## src/rtl/complex_multiplier.sv

```systemverilog
// Purpose: signed complex multiply, (ar + j*ai) * (br + j*bi), at full precision.
// Latency: one clock; inputs sampled at a rising edge appear on the outputs right after it.
// Backpressure: none; accepts a new operand pair every clock with no handshake.
module complex_multiplier #(
    parameter int A_WIDTH   = 16,
    parameter int B_WIDTH   = 18,
    // Must be at least A_WIDTH+B_WIDTH+1 so the sum/difference of two
    // full-precision products can never overflow.
    parameter int OUT_WIDTH = A_WIDTH + B_WIDTH + 1
) (
    input  logic                        clk,
    input  logic                        rst,
    input  logic signed [A_WIDTH-1:0]   real_part_a,
    input  logic signed [A_WIDTH-1:0]   imag_part_a,
    input  logic signed [B_WIDTH-1:0]   real_part_b,
    input  logic signed [B_WIDTH-1:0]   imag_part_b,
    output logic signed [OUT_WIDTH-1:0] real_output,
    output logic signed [OUT_WIDTH-1:0] imag_output
);

    // Width of one full-precision partial product.
    localparam int P_WIDTH = A_WIDTH + B_WIDTH;
    // Extra sign bits needed to carry a partial product up to output width.
    localparam int X_WIDTH = OUT_WIDTH - P_WIDTH;

    // Operands sign-extended to product width so every multiply is
    // same-width signed and its low P_WIDTH bits are the exact product.
    logic signed [P_WIDTH-1:0]   w_ar;
    logic signed [P_WIDTH-1:0]   w_ai;
    logic signed [P_WIDTH-1:0]   w_br;
    logic signed [P_WIDTH-1:0]   w_bi;

    // Four full-precision partial products.
    logic signed [P_WIDTH-1:0]   w_p_rr;
    logic signed [P_WIDTH-1:0]   w_p_ii;
    logic signed [P_WIDTH-1:0]   w_p_ri;
    logic signed [P_WIDTH-1:0]   w_p_ir;

    // Partial products sign-extended to output width before combining.
    logic signed [OUT_WIDTH-1:0] w_x_rr;
    logic signed [OUT_WIDTH-1:0] w_x_ii;
    logic signed [OUT_WIDTH-1:0] w_x_ri;
    logic signed [OUT_WIDTH-1:0] w_x_ir;

    // Next-state values for the output registers.
    logic signed [OUT_WIDTH-1:0] w_real_nxt;
    logic signed [OUT_WIDTH-1:0] w_imag_nxt;

    // Output registers; the ports are driven from these and nothing else.
    logic signed [OUT_WIDTH-1:0] r_real;
    logic signed [OUT_WIDTH-1:0] r_imag;

    assign w_ar = {{B_WIDTH{real_part_a[A_WIDTH-1]}}, real_part_a};
    assign w_ai = {{B_WIDTH{imag_part_a[A_WIDTH-1]}}, imag_part_a};
    assign w_br = {{A_WIDTH{real_part_b[B_WIDTH-1]}}, real_part_b};
    assign w_bi = {{A_WIDTH{imag_part_b[B_WIDTH-1]}}, imag_part_b};

    assign w_p_rr = w_ar * w_br;
    assign w_p_ii = w_ai * w_bi;
    assign w_p_ri = w_ar * w_bi;
    assign w_p_ir = w_ai * w_br;

    assign w_x_rr = {{X_WIDTH{w_p_rr[P_WIDTH-1]}}, w_p_rr};
    assign w_x_ii = {{X_WIDTH{w_p_ii[P_WIDTH-1]}}, w_p_ii};
    assign w_x_ri = {{X_WIDTH{w_p_ri[P_WIDTH-1]}}, w_p_ri};
    assign w_x_ir = {{X_WIDTH{w_p_ir[P_WIDTH-1]}}, w_p_ir};

    // Combine at output width: no truncation, rounding or saturation.
    assign w_real_nxt = w_x_rr - w_x_ii;
    assign w_imag_nxt = w_x_ri + w_x_ir;

    // Register the result every clock; synchronous reset clears it and
    // discards whatever product was being computed.
    always_ff @(posedge clk) begin
        if (rst) begin
            r_real <= '0;
            r_imag <= '0;
        end else begin
            r_real <= w_real_nxt;
            r_imag <= w_imag_nxt;
        end
    end

    assign real_output = r_real;
    assign imag_output = r_imag;

endmodule

```

## config.mk

```make
export PLATFORM = sky130hd
export DESIGN_NAME = complex_multiplier
export DESIGN_NICKNAME = d
export VERILOG_FILES = /design/src/rtl/complex_multiplier.sv
export SDC_FILE = /design/constraint.sdc
export NUM_CORES = 2
export LEC_CHECK = 0
export ABC_CLOCK_PERIOD_IN_PS = 20900
export CAP_MARGIN = 20
export CORE_MARGIN = 2
export CORE_UTILIZATION = 46
export DETAILED_ROUTE_END_ITERATION = 10
export GPL_TIMING_DRIVEN = 0
export PLACE_DENSITY = 0.72
export SYNTH_ARGS = -nofsm -noshare
export SYNTH_HDL_FRONTEND = slang
export SYNTH_SLANG_ARGS = --single-unit
```

## constraint.sdc

```tcl
create_clock -name clk -period 20.9 [get_ports clk]
set_input_delay 3.135 -clock clk [delete_from_list [all_inputs] [get_ports clk]]
set_output_delay 3.135 -clock clk [all_outputs]
set_load 0.005 [all_outputs]
```

==> results <==
- The flow ran to the end, and the final reports show no timing, DRC or antenna violations.
- The library cell used most frequently in the layout, excluding fill and tap cells, is inv_1.
- Routability-driven placement finished with a final weighted congestion of 1.074.
- The transition time at the pin with the least slew margin is 1336 ps.
- The total wire length is 161.0 mm.
- The dominant register cell in the synthesized netlist is dfxtp_1.
- The final setup slack of the worst path is 8914 ps.
- The async set-reset flop share out of synthesis is 0%.
- The synthesized design contains 70 register bits.
- The floorplan step set the die height to 319.5 um.
- The worst setup path is captured at a flop.
- For this run, the slowest stage of the critical path takes 1090 ps.
- The instance count of the mapped netlist is 4868.
- The number of buffers inserted during clock tree synthesis is 9.
- The width of the die is 319.5 um.
- Setup repair after global routing left no endpoint under its margin.
- For this design the top-level I/O count stands at 140.
- The hold violation count in the final report was 0.
- The dominant cell type by count on the critical path is fa_1.
- The setup TNS after final layout is 0 ps.
- Setup violations remaining at the end of the flow were counted as 0.
- The post-CTS repair timing setup buffer count is 0.
- The synthesized netlist contains 51 unique library cells.
- The number of vias per cell after detailed routing is 5.406.
- The worst-path cell with the longest stage delay is clkdlybuf4s50_1.
- The startpoint identified for the worst hold timing path is rst.
- Once detail routing completed, the nets flagged for antenna violations numbered 0.
- Entering global routing, the biggest net connects 16 pins.
- The number of input and output port buffers inserted is 121.
- The routed wirelength normalized by instance count is 25.39 um.
- The first detailed-routing pass ran for 6 iterations.
- In this run the core area contains 115 standard-cell rows.
- The remaining global-route overflow is 0.
- The HPWL reported at the end of detailed placement is 132.8 mm.
- The number of clock sinks is 70.
- At the worst endpoint, the arrival time is 12280 ps.
- The via count of the first global-routing pass is 36565.
- For this block, the initial DRC count from the detailed router was 3253.
- Summing all flip-flop and latch instances after layout gives 1401 sq um.
- The total area of multi-input combinational cells is 38370 sq um.
- The layout-stage area growth over the synthesis result is 7.936%.
- The startpoint of the worst setup timing path is real_part_a[11].
- For this configuration, the core starts out at a cell density of 46.47%.
- The number of resized instances in the post-cts repair step is 0.
- The share of the Yosys chip area taken by registers is 3.060%.
- The critical path is of the in -> reg type.
- The kind of launch point of the worst setup path is an input pin.
- The max-slew violation count is 0.
- The number of warnings issued by yosys is 0.
- The remaining routing DRC violations is 0.
- The class of the tightest hold or removal check is in -> reg.
- The area of the placeable core is 98560 sq um.
- The final layout net count is 6715.
- The largest buffer count on any clock path is 2.
- The synthesized netlist occupies a cell area of 45800 sq um.
- Timing would allow up to 83.43 MHz.
- Summing over every cut layer, the via total after detailed routing is 34284.
- Headroom to the max-slew limit came out at 10.94%.
- The first global-routing pass estimated 237.6 mm of wire.
- A synthesized cell averages 9.408 sq um.
- After clock tree synthesis, the clock-pin slew on the worst setup and hold paths is 70 ps.
- Walking the worst path, the cells encountered are clkdlybuf4s50_1 -> clkbuf_1 -> nand2_1 -> fa_1 -> fa_1 -> fa_1 -> fa_1 -> inv_1 -> fa_1 -> fa_1 -> fa_1 -> inv_1 -> fa_1 -> inv_1 -> ha_1 -> a21oi_1 -> o21ai_1 -> a21o_1 -> a31oi_1 -> nor4_1 -> or3_1 -> a31oi_1 -> xor2_1 -> nor2_1.
- The highest fanout seen on the critical path is 10.
- The area of the die is 102100 sq um.
- The data required time of the worst path is 21200 ps.
- The H-tree was split into 3 levels.
- The pre-CTS worst setup slack is 8464 ps.
- The top cell types in the final layout, fill and taps aside, are 1367 x inv_1, 1293 x fa_1, 564 x nand2_1.
- The count of hold buffers inserted by post-cts repair is 0.
- The period utilization is 57.35%.
- The core utilization of the finished layout is 50.15%.
- The number of synthesized flops with an enable pin is 0.
- Of the cells placed in the final design, the portion with a size suffix greater than 1 is 1.152%.
- The cell sitting at the root of the clock tree is a clkbuf_16.
- Counting I/O delays and the setup requirement, the final critical path takes 11990 ps.
- The initial antenna violation count is 27.
- The number of fillers in the final layout is 9229.
- The synthesized netlist net count is 6553.
- The global routing usage summed across all routing layers is 32.86%.
- The clock tree from TritonCTS is done.
- Max-cap violations in this run came to 0.
==> per-layer routing <==
| layer | track usage, % | part of all wire (%) | routed length, um |
|---|---|---|---|
| met2 | 49.28 | 44 | 70050 |
| met1 | 41.16 | 36 | 58290 |
| met3 | 11.14 | 13 | 20620 |
| met5 | 0 | 0.050 | 80 |
| met4 | 19.83 | 7.4 | 11970 |
==> synth_stat cells (all sizes together), types with 2 or more instances <==
cell type  count  area share (%)
buf            4           0.082
fa          1293              57
a31oi         11            0.16
o211ai         2           0.033
o21ai         34            0.37
o311ai         2           0.038
xnor2         63             1.2
a21o          33            0.54
or3            3           0.041
nand3         11            0.12
nor3b          2           0.033
nor2b         14            0.19
nand2b        25            0.34
nand4          2           0.027
dfxtp         70             3.1
and3           5           0.071
nor4           3           0.041
ha           322             8.8
xor2          33            0.63
nor2         127             1.0
clkbuf       229             1.9
a2111oi        2           0.079
a221oi         3           0.057
mux2           2           0.049
nor4b          2           0.038
and2         549             7.5
a21oi         49            0.54
and4           3           0.057
a211oi         8            0.13
nor3          10            0.11
a31o           3           0.057
inv         1367              11
o21bai         8            0.13
nand2        564             4.6
==> per-stage QoR <==
step	cell area, sq um	instances	hold WS [ps]
2_1_floorplan	45800	4868	3343
3_3_place_gp	48620	6276	3835
3_5_place_dp	48890	6292	3834
4_1_cts	49190	6308	3747
5_1_grt	49390	6323	3778
6_report	49430	6342	3796
==> critical path, delay by kind of cell <==
family / cells / cell delay [ps]
buf+inv: 5 / 2210
compound gates: 5 / 1370
fa+ha+maj: 9 / 4410
simple gates: 4 / 970
xor+xnor: 1 / 160
==> cell families after synthesis <==
logic type,Yosys count,synth area share (%)
AOI/OAI and AO/OA,162,2.287
and+or+nand+nor,1323,14.29
xor gates and xnor gates,96,1.836
buffers and inverters,1600,13.16
DFF,70,3.060
muxes,2,0.04917
adders and majority gates,1615,65.32
==> final timing paths <==
path / endpoint / slack (ps) / cells past startpoint
setup / recovery: imag_output[33]$_SDFF_PP0_ / 8910 / 24
hold / removal: real_output[27]$_SDFF_PP0_ / 3800 / 3
==> flip-flops by register name, summed over array words and instances, names as in the netlist <==
register,count
real_output,35
imag_output,35
==> final cells by class <==
type | count | area share, %
multi-input cells | 3198 | 77.62
well taps | 1287 | 3.257
diodes | 20 | 0.1012
clock buffers | 11 | 0.4910
inverters | 1367 | 10.38
plain buffers | 233 | 1.817
clock inverters | 5 | 0.1190
flip-flops and latches | 70 | 2.835
repair buffers | 151 | 3.381
Power is not shown: default switching activity piles up to over one toggle a cycle in this logic, so the estimate is an artifact.
